<file path="config.mk">
export PLATFORM = sky130hd
export DESIGN_NAME = ps2_scancode_ctrl
export DESIGN_NICKNAME = d
export VERILOG_FILES = /design/src/rtl/ps2_scancode_ctrl.sv
export SDC_FILE = /design/constraint.sdc
export NUM_CORES = 1
export LEC_CHECK = 0
export ABC_AREA = 1
export CAP_MARGIN = 20
export CORE_MARGIN = 8
export CORE_UTILIZATION = 25
export CTS_CLUSTER_SIZE = 14
export DETAILED_ROUTE_END_ITERATION = 8
export PLACE_DENSITY = 0.45
export SYNTH_ARGS = -nofsm -noshare
export SYNTH_HDL_FRONTEND = slang
export SYNTH_SLANG_ARGS = --single-unit
</file>
<file path="constraint.sdc">
create_clock -name clk -period 2.31 [get_ports clk]
set_input_delay 0.693 -clock clk [delete_from_list [all_inputs] [get_ports clk]]
set_output_delay 0.693 -clock clk [all_outputs]
set_load 0.1 [all_outputs]
</file>
<file path="src/rtl/ps2_scancode_ctrl.sv">
// PS/2 receive path: synchroniser, frame FSM, prefix decoder and event FIFO.
// Holds the last make code for the seven-segment display decoders.
module ps2_scancode_ctrl #(
  parameter int TIMEOUT_CYCLES = 50000,
  parameter int FIFO_DEPTH     = 4
) (
  input  logic       clk,
  input  logic       rst,
  input  logic       ps2_clk,
  input  logic       ps2_data,
  output logic       ev_valid,
  input  logic       ev_ready,
  output logic [7:0] ev_code,
  output logic       ev_ext,
  output logic       ev_break,
  output logic [7:0] disp_code,
  output logic       frame_err,
  output logic       overflow
);

  localparam int TW = $clog2(TIMEOUT_CYCLES);
  localparam int AW = $clog2(FIFO_DEPTH);
  localparam int CW = AW + 1;

  typedef enum logic [1:0] {
    S_IDLE,
    S_DATA,
    S_PAR,
    S_STOP
  } state_t;

  logic kclk_s1_q, kclk_s2_q, kclk_h_q;
  logic kdat_s1_q, kdat_s2_q;
  logic fe, bit_in;

  state_t         state_q, state_d;
  logic [2:0]     bitcnt_q, bitcnt_d;
  logic [7:0]     shift_q, shift_d;
  logic           par_q, par_d;
  logic [TW-1:0]  tmo_q, tmo_d;
  logic           byte_vld_q, byte_vld_d;
  logic [7:0]     byte_q, byte_d;
  logic           err_q, err_d;

  logic           ext_q, ext_d;
  logic           brk_q, brk_d;
  logic [7:0]     disp_q, disp_d;
  logic           push;
  logic [9:0]     push_ev;

  logic [9:0]     mem_q [FIFO_DEPTH];
  logic [9:0]     mem_d [FIFO_DEPTH];
  logic [AW-1:0]  wr_ptr_q, wr_ptr_d;
  logic [AW-1:0]  rd_ptr_q, rd_ptr_d;
  logic [CW-1:0]  cnt_q, cnt_d;
  logic           ovf_q, ovf_d;
  logic           pop, full, wr_en;
  logic [9:0]     head;

  assign fe     = kclk_h_q & ~kclk_s2_q;
  assign bit_in = kdat_s2_q;

  always_comb begin
    state_d    = state_q;
    bitcnt_d   = bitcnt_q;
    shift_d    = shift_q;
    par_d      = par_q;
    byte_vld_d = 1'b0;
    byte_d     = byte_q;
    err_d      = 1'b0;
    if (state_q == S_IDLE || fe) begin
      tmo_d = '0;
    end else begin
      tmo_d = tmo_q + TW'(1);
    end
    unique case (state_q)
      S_IDLE: begin
        if (fe && !bit_in) begin
          state_d  = S_DATA;
          bitcnt_d = '0;
        end
      end
      S_DATA: begin
        if (fe) begin
          shift_d  = {bit_in, shift_q[7:1]};
          bitcnt_d = bitcnt_q + 3'd1;
          if (bitcnt_q == 3'd7) state_d = S_PAR;
        end
      end
      S_PAR: begin
        if (fe) begin
          par_d   = bit_in;
          state_d = S_STOP;
        end
      end
      S_STOP: begin
        if (fe) begin
          state_d = S_IDLE;
          // odd parity over data plus parity bit
          if (bit_in && (^{shift_q, par_q})) begin
            byte_vld_d = 1'b1;
            byte_d     = shift_q;
          end else begin
            err_d = 1'b1;
          end
        end
      end
      default: state_d = S_IDLE;
    endcase
    if (state_q != S_IDLE && !fe &&
        tmo_q == TW'(TIMEOUT_CYCLES - 1)) begin
      state_d = S_IDLE;
      err_d   = 1'b1;
    end
  end

  always_comb begin
    ext_d   = ext_q;
    brk_d   = brk_q;
    disp_d  = disp_q;
    push    = 1'b0;
    push_ev = {byte_q, ext_q, brk_q};
    if (byte_vld_q) begin
      if (byte_q == 8'hE0) begin
        ext_d = 1'b1;
      end else if (byte_q == 8'hF0) begin
        brk_d = 1'b1;
      end else begin
        push  = 1'b1;
        ext_d = 1'b0;
        brk_d = 1'b0;
        if (!brk_q) disp_d = byte_q;
      end
    end
    if (err_d) begin
      ext_d = 1'b0;
      brk_d = 1'b0;
    end
  end

  assign ev_valid = (cnt_q != '0);
  assign full     = (cnt_q == CW'(FIFO_DEPTH));
  assign pop      = ev_valid && ev_ready;
  assign wr_en    = push && (!full || pop);
  assign head     = ev_valid ? mem_q[rd_ptr_q] : '0;

  always_comb begin
    mem_d    = mem_q;
    wr_ptr_d = wr_ptr_q;
    rd_ptr_d = rd_ptr_q;
    ovf_d    = ovf_q;
    if (wr_en) begin
      mem_d[wr_ptr_q] = push_ev;
      wr_ptr_d        = wr_ptr_q + AW'(1);
    end
    if (pop) rd_ptr_d = rd_ptr_q + AW'(1);
    if (push && !wr_en) ovf_d = 1'b1;
    cnt_d = cnt_q + CW'(wr_en) - CW'(pop);
  end

  always_ff @(posedge clk) begin
    if (rst) begin
      kclk_s1_q  <= 1'b1;
      kclk_s2_q  <= 1'b1;
      kclk_h_q   <= 1'b1;
      kdat_s1_q  <= 1'b1;
      kdat_s2_q  <= 1'b1;
      state_q    <= S_IDLE;
      bitcnt_q   <= '0;
      shift_q    <= '0;
      par_q      <= 1'b0;
      tmo_q      <= '0;
      byte_vld_q <= 1'b0;
      byte_q     <= '0;
      err_q      <= 1'b0;
      ext_q      <= 1'b0;
      brk_q      <= 1'b0;
      disp_q     <= '0;
      for (int i = 0; i < FIFO_DEPTH; i++) mem_q[i] <= '0;
      wr_ptr_q   <= '0;
      rd_ptr_q   <= '0;
      cnt_q      <= '0;
      ovf_q      <= 1'b0;
    end else begin
      kclk_s1_q  <= ps2_clk;
      kclk_s2_q  <= kclk_s1_q;
      kclk_h_q   <= kclk_s2_q;
      kdat_s1_q  <= ps2_data;
      kdat_s2_q  <= kdat_s1_q;
      state_q    <= state_d;
      bitcnt_q   <= bitcnt_d;
      shift_q    <= shift_d;
      par_q      <= par_d;
      tmo_q      <= tmo_d;
      byte_vld_q <= byte_vld_d;
      byte_q     <= byte_d;
      err_q      <= err_d;
      ext_q      <= ext_d;
      brk_q      <= brk_d;
      disp_q     <= disp_d;
      mem_q      <= mem_d;
      wr_ptr_q   <= wr_ptr_d;
      rd_ptr_q   <= rd_ptr_d;
      cnt_q      <= cnt_d;
      ovf_q      <= ovf_d;
    end
  end

  assign ev_code   = head[9:2];
  assign ev_ext    = head[1];
  assign ev_break  = head[0];
  assign disp_code = disp_q;
  assign frame_err = err_q;
  assign overflow  = ovf_q;

endmodule

</file>
==> impl_metrics.json, run 1 <==
{
  "dr.first_iter.drc_count": 130,
  "start_util_pct": 25.5,
  "worstHoldStart": "kclk_s1_q$_SDFF_PP1_",
  "antenna_cells": 0,
  "netlist.area_leader.share_pct": 41.8,
  "r2r-end": "cnt_q[2]$_SDFF_PP0_",
  "crit_chain": "clkinvlp_4, a21oi_2, o21ai_2, a21oi_4, buf_12",
  "slew_violations": 0,
  "rr_startpoint": "cnt_q[1]$_SDFF_PP0_",
  "r2r_setup_slack_ps": 320,
  "worstMarginPinSlew_ps": 486,
  "worstPathBufferInverterCount": 2,
  "rsz0062_at_grt": "true",
  "die_x_um": 157,
  "synth_cells": 640,
  "worstRegToRegCells": 12,
  "io_pins": 26,
  "worst_ep_required_time_ps": 1620,
  "finalClockSkew_ps": 8.13,
  "grt_pass1_wl_mm": 19.5,
  "status": "complete, no violations",
  "maxCapViolations": 0,
  "netSwitchingPower_mw": 1.94,
  "clk_pin_slew_ps": 70,
  "end_kind": "output port",
  "design.core.area_um2": 19400,
  "crit_path_top_delay_cell": "dfxtp_4",
  "cp_max_fo": 5,
  "port_buffers": 25,
  "stdcell_area_um2": 6290,
  "setup_tns_ps": 0,
  "synthMostInstantiatedCell": "inv_1",
  "yosys_most_used_dff": "dfxtp_1",
  "pwr-share-clk_pct": 30.4,
  "post-route-min-period_ps": 2300,
  "drive_gt1_share_pct": 24.6,
  "num_rows": 51,
  "intPower_mw": 3.35,
  "hold_end": "kclk_s2_q$_SDFF_PP1_",
  "holdPathStages": 1,
  "tritoncts": "yes",
  "pre_cts_ws_ps": -321,
  "num_vias": 4042,
  "finalNonFillerCells": 947,
  "synthTopCellsByArea": "dfxtp_1 (42%), o21ai_0 (8.9%), inv_1 (8.5%)",
  "ir_drop_v": 0.000346,
  "fillCellCount": 2073,
  "root_buffer": "clkbuf_16",
  "hold_viol_final": 0,
  "setup_viol": 0,
  "hpwl_mm": 8.06,
  "place_area_um2": 5800,
  "sw_frac_of_total_pct": 36.6,
  "first_pass_iters": 4,
  "nets": 696,
  "clock_path_buffers": 2,
  "p_leak_nw": 2.23,
  "start_kind": "flip-flop",
  "grt_max_degree": 75,
  "hold_path.class": "flip-flop to flip-flop",
  "routedWlPerCell_um": 12.0,
  "critical-path-max-stage-delay_ps": 410,
  "synth_seq_cells": 103,
  "netlist_area_um2": 4940,
  "insertion_delay_ps": 350,
  "drc_errors": 0,
  "cp.arrival_ps": 1610,
  "syn_nets": 659,
  "p_seq_share_pct": 35.7,
  "async_flop_share_pct": 0,
  "p_per_area_nw_per_um2": 841,
  "viasPerCell": 4.27,
  "overflow": 0,
  "path_class": "flip-flop to output port",
  "antenna_left": 0,
  "grtUsageTotal_pct": 9.90,
  "synth_edf_count": 0,
  "synth-seq-area-share_pct": 41.8,
  "hold_buffers": 0,
  "area.growth.synth_to_final_pct": 27.5,
  "cts_buffers": 9,
  "grt_pass1_vias": 3968,
  "p_comb_share_pct": 33.9,
  "die-area_um2": 24500,
  "synth_common_cells": "inv_1 (112), dfxtp_1 (103), o21ai_0 (88), nand2_1 (77), a21oi_1 (69)",
  "avgSynthCellArea_um2": 7.71,
  "yosysWarningCount": 0,
  "die_y_um": 157,
  "synth_top_area_cell": "dfxtp_1",
  "numClockSinks": 103,
  "critical-path-top-delay-family": "compound AO/OA/AOI/OAI gates",
  "fmax_mhz": 434,
  "relSlewSlack_pct": 67.6,
  "antenna_found_initial": 0,
  "setup_ws_ps": 6.02,
  "ctsHtreeMaxLevel": 3,
  "gp_congestion": 0.750,
  "synth_cell_types": 34,
  "min_period_over_period_pct": 99.7,
  "wl_mm": 11.4,
  "placed_cells": 924
}
-- worst max-delay path by stage --
stage          slack, ps                   to                      from  cells after the start
3_5_place_dp        -320  cnt_q[2]$_SDFF_PP0_                  ev_ready                     12
2_1_floorplan         20             ev_break       cnt_q[1]$_SDFF_PP0_                      5
6_report               6           ev_code[4]  rd_ptr_q[0]$_SDFFE_PP0P_                      5
3_3_place_gp        -270  cnt_q[2]$_SDFF_PP0_                  ev_ready                     12
5_1_grt              -70           ev_code[1]  rd_ptr_q[0]$_SDFFE_PP0P_                      5
4_1_cts              -30           ev_code[6]  rd_ptr_q[0]$_SDFFE_PP0P_                      5
-- cell usage in the layout (no fill, tap or decap), types with 3 or more instances in the layout --
| master | count |
|---|---|
| o21ai_0 | 68 |
| o21ai_1 | 13 |
| nand3_1 | 11 |
| xnor2_1 | 6 |
| buf_12 | 17 |
| nor3_1 | 6 |
| dfxtp_1 | 101 |
| clkbuf_16 | 9 |
| inv_1 | 109 |
| or2_2 | 5 |
| nand4_1 | 12 |
| nor2_1 | 34 |
| buf_4 | 34 |
| nor2_2 | 3 |
| nand4_2 | 4 |
| clkinvlp_4 | 6 |
| clkdlybuf4s50_1 | 4 |
| a21oi_4 | 10 |
| o21ai_2 | 11 |
| ha_1 | 12 |
| nand2_1 | 76 |
| xor2_1 | 7 |
| a21oi_1 | 50 |
| a21oi_2 | 47 |
-- power by group through the flow --
stage          Clock [mW]  Sequential [mW]  Combinational [mW]
2_1_floorplan           0             1.90                1.14
3_3_place_gp            0             1.91                1.60
3_5_place_dp            0             1.91                1.61
4_1_cts              1.69             1.89                1.70
5_1_grt              1.74             1.90                1.91
6_report             1.61             1.89                1.79
-- registers in the layout, summed over array words and instances (netlist names) --
| name | cells |
|---|---|
| mem_q | 40 |
| byte_vld_q | 1 |
| kdat_s1_q | 1 |
| kclk_h_q | 1 |
| bit_in | 1 |
| state_q | 2 |
| byte_q | 8 |
| wr_ptr_q | 2 |
| kclk_s1_q | 1 |
| brk_q | 1 |
| bitcnt_q | 3 |
| tmo_q | 16 |
| kclk_s2_q | 1 |
| overflow | 1 |
| disp_code | 8 |
| ext_q | 1 |
| shift_q | 8 |
| par_q | 1 |
| cnt_q | 3 |
| rd_ptr_q | 2 |
| frame_err | 1 |
-- per-stage QoR --
stage | utilization [%] | total power, mW | hold slack (ps)
finish | 32.4 | 5.29 | 410
detailed placement | 29.9 | 3.52 | 398
global placement | 29.9 | 3.51 | 393
floorplan | - | 3.04 | 389
global route | 32.4 | 5.55 | 438
CTS | 31.9 | 5.27 | 417
-- worst reg2reg max path, stage by stage, from the launching register on --
cell and delay [ps]:
dfxtp_1 360, nor2_2 210, nand2_4 80, inv_1 130, nor2_2 80, ha_4 240, inv_2 40, ha_1 130
inv_1 50, fa_1 350, inv_1 70, o21ai_0 80, a21oi_1 120
-- cell families (layout without fill, tap and decap cells) --
group / after synthesis / in the layout / share of synthesized area (%)
AOI/OAI and AO/OA: 203 / 203 / 23.7
and+or+nand+nor: 163 / 163 / 16.3
buffers and inverters: 144 / 186 / 12.2
DFF: 103 / 103 / 41.8
adders and majority gates: 14 / 14 / 3.70
xor gates and xnor gates: 13 / 13 / 2.31
-- layout make-up --
type                            count  area [µm²]  share of cell area [%]
Clock buffer                       10         239                    3.80
Sequential cell                   103        2070                    32.9
Timing Repair inverter              2        15.0                   0.239
Tap cell                          265         332                    5.27
Inverter                          113         432                    6.86
Multi-Input combinational cell    393        2490                    39.6
Timing Repair Buffer               55         636                    10.1
Clock inverter                      6        76.3                    1.21
-- per-layer routing --
metal | up-vias | wire (µm) | GRT usage [%]
li1 | 2141 | - | -
met1 | 1851 | 5560 | 12.5
met2 | 41 | 5240 | 16.0
met3 | 9 | 438 | 2.79
met4 | 0 | 121 | 3.11
met5 | - | 0 | 0
-- repair_timing --
| action | in CTS | in global routing |
|---|---|---|
| buffers inserted | 5 | 0 |
| cloned | 2 | 0 |
| endpoints found under the setup margin | 10 | 11 |
| pin swaps | 2 | 4 |
| gates resized for setup | 28 | 29 |
Note: power is estimated with default switching activity, not from simulation.
==> run 2, diff against run 1 <==
- CAP_MARGIN: 20 -> not set
- SLEW_MARGIN: not set -> 20
==> results of run 2 <==
No change in the layout: final DEF, timing and power equal those of run 1.
